[src/rtl/cla_4bit_adder.sv]
// Registered 4-bit carry-look-ahead adder slice: {Cout,Sum} <= A + B, one clock latency.
// All carries are flattened two-level sum-of-products of g/p terms, so depth is bit-independent.
module cla_4bit_adder (
    input  logic       clk,
    input  logic       rst_n,
    input  logic [3:0] A,
    input  logic [3:0] B,
    output logic [3:0] Sum,
    output logic       Cout
);

    logic [3:0] g_s;
    logic [3:0] p_s;
    logic [4:0] c_s;
    logic [3:0] sum_s;
    logic [3:0] sum_r;
    logic       cout_r;

    // Generate/propagate terms and parallel look-ahead carries (no carry feeds another).
    always_comb begin
        g_s    = A & B;
        p_s    = A ^ B;
        c_s[0] = 1'b0;
        c_s[1] = g_s[0];
        c_s[2] = g_s[1] | (p_s[1] & g_s[0]);
        c_s[3] = g_s[2] | (p_s[2] & g_s[1]) | (p_s[2] & p_s[1] & g_s[0]);
        c_s[4] = g_s[3] | (p_s[3] & g_s[2]) | (p_s[3] & p_s[2] & g_s[1])
               | (p_s[3] & p_s[2] & p_s[1] & g_s[0]);
        sum_s  = p_s ^ c_s[3:0];
    end

    // Output register with synchronous active-low reset.
    always_ff @(posedge clk) begin
        if (!rst_n) begin
            sum_r  <= 4'h0;
            cout_r <= 1'b0;
        end else begin
            sum_r  <= sum_s;
            cout_r <= c_s[4];
        end
    end

    assign Sum  = sum_r;
    assign Cout = cout_r;

endmodule

[config.mk]
export PLATFORM = sky130hd
export DESIGN_NAME = cla_4bit_adder
export DESIGN_NICKNAME = d
export VERILOG_FILES = /design/src/rtl/cla_4bit_adder.sv
export SDC_FILE = /design/constraint.sdc
export NUM_CORES = 1
export LEC_CHECK = 0
export CAP_MARGIN = 20
export CORE_AREA = 2 2 39 41
export DETAILED_ROUTE_END_ITERATION = 7
export DIE_AREA = 0 0 41 43
export GPL_ROUTABILITY_DRIVEN = 0
export PLACE_DENSITY = 0.45
export SLEW_MARGIN = 20
export SYNTH_ARGS = -nofsm -noshare
export SYNTH_HDL_FRONTEND = slang
export SYNTH_SLANG_ARGS = --single-unit
[constraint.sdc]
create_clock -name clk -period 1.05 [get_ports clk]
set_input_delay 0.1575 -clock clk [delete_from_list [all_inputs] [get_ports clk]]
set_output_delay 0.1575 -clock clk [all_outputs]
set_load 0.05 [all_outputs]
# [Word level (Yosys, flattened, before mapping)]
# Cells that the tools add are included.
[op_classes] bitwise=18
[ops] op="1-bit bitwise AND" count=9
[ops] op="4-bit bitwise XOR" count=2
[ops] op="1-bit bitwise OR" count=6
[ops] op="4-bit bitwise AND" count=1
[totals] out_inout_bits=5 reg_bits=5 input_bits=10 word_cells=20

# [Logic depth before layout (Yosys ltp)]
[logic_depth] word_depth=5 mapped_depth=5 ltp_nobuf=5

# [Worst setup path after synthesis]
# Ideal clock, no wire load.
[synth_path] path_type="input to register" from="input port A[0]" to="register sum_r[2], in the netlist Sum[2]" required_time_ps=935 path_stages=5 n_path_buf=0 setup_time_ps=115 arrival_time_ps=968 slack_ps=-33 path_cell_list="ha_1 -> inv_1 -> fa_1 -> xnor2_1 -> and2_1"
[synth_via] elab_chain_len=4
[synth_rtl] item="start, declared" line="6" text="input logic [3:0] A,"
[synth_rtl] item="4-bit bitwise AND" line="21" text="g_s = A & B;"
[synth_rtl] item="1-bit bitwise AND" line="25" text="c_s[2] = g_s[1] | (p_s[1] & g_s[0]);"
[synth_rtl] item="1-bit bitwise OR" line="25"
[synth_rtl] item="4-bit bitwise XOR" line="29" text="sum_s = p_s ^ c_s[3:0];"
[synth_rtl] item="end signal, assigned" line="38" text="sum_r <= sum_s;"
[synth_rtl] item="end, declared" line="16" text="logic [3:0] sum_r;"
# Every way passes these cells.
# A chain may end at the register's enable or synchronous reset.

# [Worst setup path after layout]
[layout_path] from="input port A[2]" to="register sum_r[3], in the netlist Sum[3]"
[layout_via] elab_chain_len=5 elab_cells_between_ends=8 classes_between="8 x bitwise"
[layout_rtl] item="4-bit bitwise XOR" line="22" text="p_s = A ^ B;"
[layout_rtl] item="1-bit bitwise AND" line="26" text="c_s[3] = g_s[2] | (p_s[2] & g_s[1]) | (p_s[2] & p_s[1] & g_s[0]);"
[layout_rtl] item="1-bit bitwise OR or 1-bit bitwise AND (tied branches)" line="26"
[layout_rtl] item="1-bit bitwise OR (*)" line="26"
[layout_rtl] item="4-bit bitwise XOR (*)" line="29"
# Mark *: on every way between the ends. The rest lies on a longest branch, timed or not.

==> flow_summary.yaml <==
cts:
  cts_hold_buf: 0
  clockRootBuffer: "clkbuf_4"
  htree_levels: 1
  cts_tree: "done"
  cts.clk_slew.worst_paths_ps: 40
  clock_path_buffers: 2
  cts.sinks: 5
  cts-buffers-inserted: 3
layout:
  instances_no_fill: 59
  layout_common_cells: "dfxtp_1 (5), buf_12 (5), clkdlybuf4s50_1 (4), clkbuf_4 (3), clkbuf_2 (3)"
  area_growth_pct: 102
  nFillCells: 144
  final_layout_size_suffix_gt1_share_pct: 41.9
  insertedDiodeCount: 0
  nets: 59
sta:
  tns_ps: 0
  fmax_mhz: 978
  tightest_slew_ps: 192
  holdWs_ps: 263
  fin_crit_ps: 1020
  rsz0062_at_grt: "false"
  setup_viol_count_final: 0
  hold_viol: 0
  relSlewSlack_pct: 87.2
  fin_crit_sh_pct: 97.4
  drv_slew: 0
logic_synthesis:
  synth_warnings: 0
  synth_nets: 39
  yosys.area.top_type_share_pct: 39.4
  ys_seq_area_share_pct: 39.4
  ys_types: 13
  synth_ff_type: "dfxtp_1"
  synthTopCellsByArea: "dfxtp_1 (39%), ha_1 (20%), fa_1 (7.9%)"
  syn-cell-area_um2: 254
  syn_area_per_cell_um2: 10.6
  synth_edf_count: 0
  synth_top_area_cell: "dfxtp_1"
  async_flop_share_pct: 0
  synth-seq-cells: 5
  synth_cells: 24
power:
  ir_drop_v: 0.000262
  p_sw_share_pct: 29.6
  power.switching_uw: 208
  leakage_uw: 0.000234
  power_uw: 703
  powerDensity_nw_per_um2: 1370
  sequentialPowerShare_pct: 32.1
  internal-power_uw: 495
  pwr-share-clk_pct: 30.8
  combPwrFrac_pct: 37.2
setup_path:
  path_depth: 4
  end_kind: "register"
  cp.required_ps: 1220
  critPathTopFamily: "buffers and inverters"
  crit_end: "Sum[3]"
  startpoint: "A[2]"
  crit_path_top_delay_cell: "clkdlybuf4s50_1"
  start_kind: "input port"
  path_cells: "clkdlybuf4s50_1, ha_4, a21oi_4, mux2i_1"
  path_buf_inv: 1
  critPathKind: "in -> reg"
  cp.arrival_ps: 1190
  slowest_delay_ps: 500
  cp_max_fo: 2
placement:
  placed_cells: 54
  portBuffers: 14
detailed_routing:
  dr_wl_met3_um: 85
  drtAntennaViolNets: 0
  route.detailed.drc: 0
  wirelength_um: 495
  vias: 222
  wl_per_cell_um: 8.39
  routed.top_layer: "met3"
  m1WireLength_um: 178
  first_iter_violations: 0
  wl_met2_um: 232
  drt-pass1-iter-count: 1
  viasPerCell: 3.76
floorplan:
  start_util_pct: 18.4
  die-area_um2: 1760
  die_y_um: 43
  pin_count: 15
  num_rows: 14
  coreArea_um2: 1380
  die_w_um: 41
global_route:
  overflow: 0
  antenna_found_initial: 0
  grt_use_total_pct: 5.92
  first_global_vias: 181
  grt_max_degree: 7
  grt_pass1_wl_um: 627
worst_hold_path:
  hp-start: "B[0]"
  hp-class: "in -> reg"
outcome:
  status: "finished clean"
job:
  max_cap_viol_count: 0
## cell usage after synthesis, types with 2 or more instances
library cell / number
nand2_1: 2
and2_1: 2
inv_1: 3
dfxtp_1: 5
ha_1: 4
## power by group through the flow
stage	combinational, µW	clock [µW]	sequential (µW)
after CTS	250	230	226
after global routing	279	235	226
after global placement	244	0	229
after floorplan	51.6	0	288
after detailed placement	246	0	230
final	261	216	226
## worst min-delay path by stage
stage / slack, ps / end / depth (start not counted)
final: 260 / Sum[0] / 3
after global routing: 280 / Sum[0] / 3
after CTS: 350 / Sum[0] / 3
after detailed placement: 610 / Sum[3] / 1
after global placement: 600 / Sum[0] / 1
after floorplan: 270 / Cout / 2
## flip-flops by register name (all words and copies together) (netlist names)
name and count:
Cout 1, Sum 4
## tightest hold or removal path, delay by kind of cell
family | cells | cell delay, ps
fa+ha+maj | 1 | 130
simple gates | 1 | 100
buf+inv | 1 | 80
## through the flow
| stage | setup slack (ps) | util (%) | area (µm²) |
|---|---|---|---|
| 2_1_floorplan | 10.4 | - | 256 |
| 3_3_place_gp | -487 | 33.7 | 467 |
| 3_5_place_dp | -523 | 33.7 | 467 |
| 4_1_cts | 6.48 | 37.0 | 512 |
| 5_1_grt | 4.22 | 37.2 | 514 |
| 6_report | 27.3 | 37.2 | 514 |
## logic make-up (layout without fill, tap and decap cells)
logic type,count (synthesis),in the layout,share of synthesized area [%]
multiplexers,1,1,3.94
adder cells (fa/ha/maj),5,5,27.6
XOR/XNOR,1,1,3.45
flip-flops,5,5,39.4
AO/OA/AOI/OAI,3,3,8.37
AND/OR/NAND/NOR,6,6,12.8
buffers and inverters,3,22,4.43
## layout make-up
cell class                      instances  area, µm²  area share (%)
Timing Repair Buffer                   15        181            35.3
Multi-Input combinational cell         16        175            34.1
Sequential cell                         5        100            19.5
Tap cell                               16       20.0            3.89
Clock buffer                            4       26.3            5.11
Inverter                                3       11.3            2.19
## per-layer routing
layer	vias to the layer above	global-route usage, %
li1	115	-
met1	92	5.14
met2	15	8.75
met3	0	1.57
met4	0	8.00
met5	-	0
## repair_timing
item / in CTS / in global routing
gates resized for setup: 10 / 7
setup buffers: 1 / 0
pin swaps: 7 / 6
cloned: 0 / 0
setup endpoints to repair: 4 / 3
No activity file was read; power rests on OpenSTA's default activity.
==> variant, RTL diff (same settings) <==
Register the input `A` before use, without a reset. The logic sees it one clock later. The other inputs are not delayed to match. Comments in the files are not updated.
--- a/src/rtl/cla_4bit_adder.sv
+++ b/src/rtl/cla_4bit_adder.sv
@@ -11,2 +11,8 @@
 
+    logic [3:0] A_q;
+
+    always_ff @(posedge clk) begin
+        A_q <= A;
+    end
+
     logic [3:0] g_s;
@@ -20,4 +26,4 @@
     always_comb begin
-        g_s    = A & B;
-        p_s    = A ^ B;
+        g_s    = A_q & B;
+        p_s    = A_q ^ B;
         c_s[0] = 1'b0;
Formal check against the unedited RTL: not equivalent (Yosys sat finds a counterexample within 4 cycles, from zero or initial values and one cycle with rst_n low).
==> variant against the original RTL <==
- the run now ends with negative setup slack left
- synthesized area grew 32%
- combinational power is 3% lower
- sequential cell count increased by 4
- first-iteration DRC count rose by 2
- worst setup slack worse by 0.18 ns
- cell area up 18%
- sequential share of layout area rose by 11 points
- power is 28% higher
- routed wire length grew 15%
- critical endpoint is now Sum[2]$_SDFF_PN0_
==> variant: results (changes against the original RTL) <==
stage,metric,value,unit,change
run_status,status,finished with violations,,
run_status,violations,negative setup slack,,
timing,setup_viol,4,,+4
logic_synthesis,synth_compound_area_frac,0.0637,,-0.0201
setup_path,cp_slowest_cell,dfxtp_2,,
logic_synthesis,synth_xor_area_frac,0.0262,,-0.00827
route,drt-met1-wl,224,um,+26%
grt,met2_usage,0.116,,+0.0281
grt,grt_use_met1,0.101,,+0.0499
cts,cts.clk_slew.worst_paths,0.06,ns,+0.02 ns
route,routed-wl-met3,44,um,-48%
route,vias_per_cell,3.97,,+5.5%
power_and_ir_drop,p_leak,0.000263,uW,+12%
grt,grt_pass1_wl,966,um,+54%
placed_design,placed_cell_area,554,sq um,+19%
final_layout,fillers,132,,-8.3%
timing,tightest_slew,0.183,ns,-0.00895 ns
logic_synthesis,synthAdderAreaFrac,0.210,,-0.0661
final_layout,layout-drive-gt1-share,0.340,,-0.0782
logic_synthesis,yosysSeqAreaShare,0.539,,+0.145
route,routed.top_layer,met4,,
route,routed-wl-met2,293,um,+26%
grt,grtUsageTotal,0.0848,,+0.0255
route,drt-initial-drc-count,2,,+2
timing,worst_slack,-0.156,ns,-0.183 ns
setup_path,path_delay_family,adder cells,,
logic_synthesis,syn_nets,43,,+10%
route,drt_first_pass_iters,2,,+1
==> variant: cell count changes after synthesis <==
cell and delta:
dfxtp_1 +4
==> variant: final timing paths <==
path / from / to / slack, ns
setup / recovery: A_q[0]$_DFF_P_ / Sum[2]$_SDFF_PN0_ / -0.16
hold / removal: A[0] / A_q[0]$_DFF_P_ / 0.34
setup reg to reg: A_q[0]$_DFF_P_ / Sum[2]$_SDFF_PN0_ / -0.16
hold reg to reg: A_q[3]$_DFF_P_ / Cout$_SDFF_PN0_ / 0.58
==> variant: kinds of logic (layout without fill, tap and decap cells) <==
family | count (synthesis) | in the layout
xor+xnor | 1 | 1
fa+ha+maj | 5 | 5
flops | 9 | 9
compound gates | 3 | 3
mux | 1 | 1
buf+inv | 3 | 22
simple gates | 6 | 6
==> variant: cell type report <==
class | count | area (sq um) | area share
repair buffers | 15 | 199 | 0.326
flip-flops and latches | 9 | 183 | 0.300
multi-input cells | 16 | 170 | 0.279
clock buffers | 4 | 26.3 | 0.0431
well taps | 16 | 20.0 | 0.0329
inverters | 3 | 11.3 | 0.0185
==> variant: power groups by stage <==
stage / Combinational [uW] / Clock (uW) / Sequential [uW]
floorplan: 52.3 / 0 / 454
global placement: 244 / 0 / 395
detailed placement: 251 / 0 / 396
CTS: 255 / 261 / 392
global route: 271 / 284 / 393
finish: 254 / 254 / 391
==> variant: stage by stage <==
stage / cells / power, uW / setup TNS, ns
6_report: 63 / 899 / -0.449
5_1_grt: 63 / 948 / -0.685
4_1_cts: 63 / 907 / -0.565
3_5_place_dp: 59 / 647 / -1.96
3_3_place_gp: 59 / 639 / -1.89
2_1_floorplan: 28 / 506 / -0.244
==> variant: what timing repair did <==
action                     in CTS  in global routing
gates resized for setup         8                  1
pin swaps                       8                  4
setup endpoints to repair       4                  4
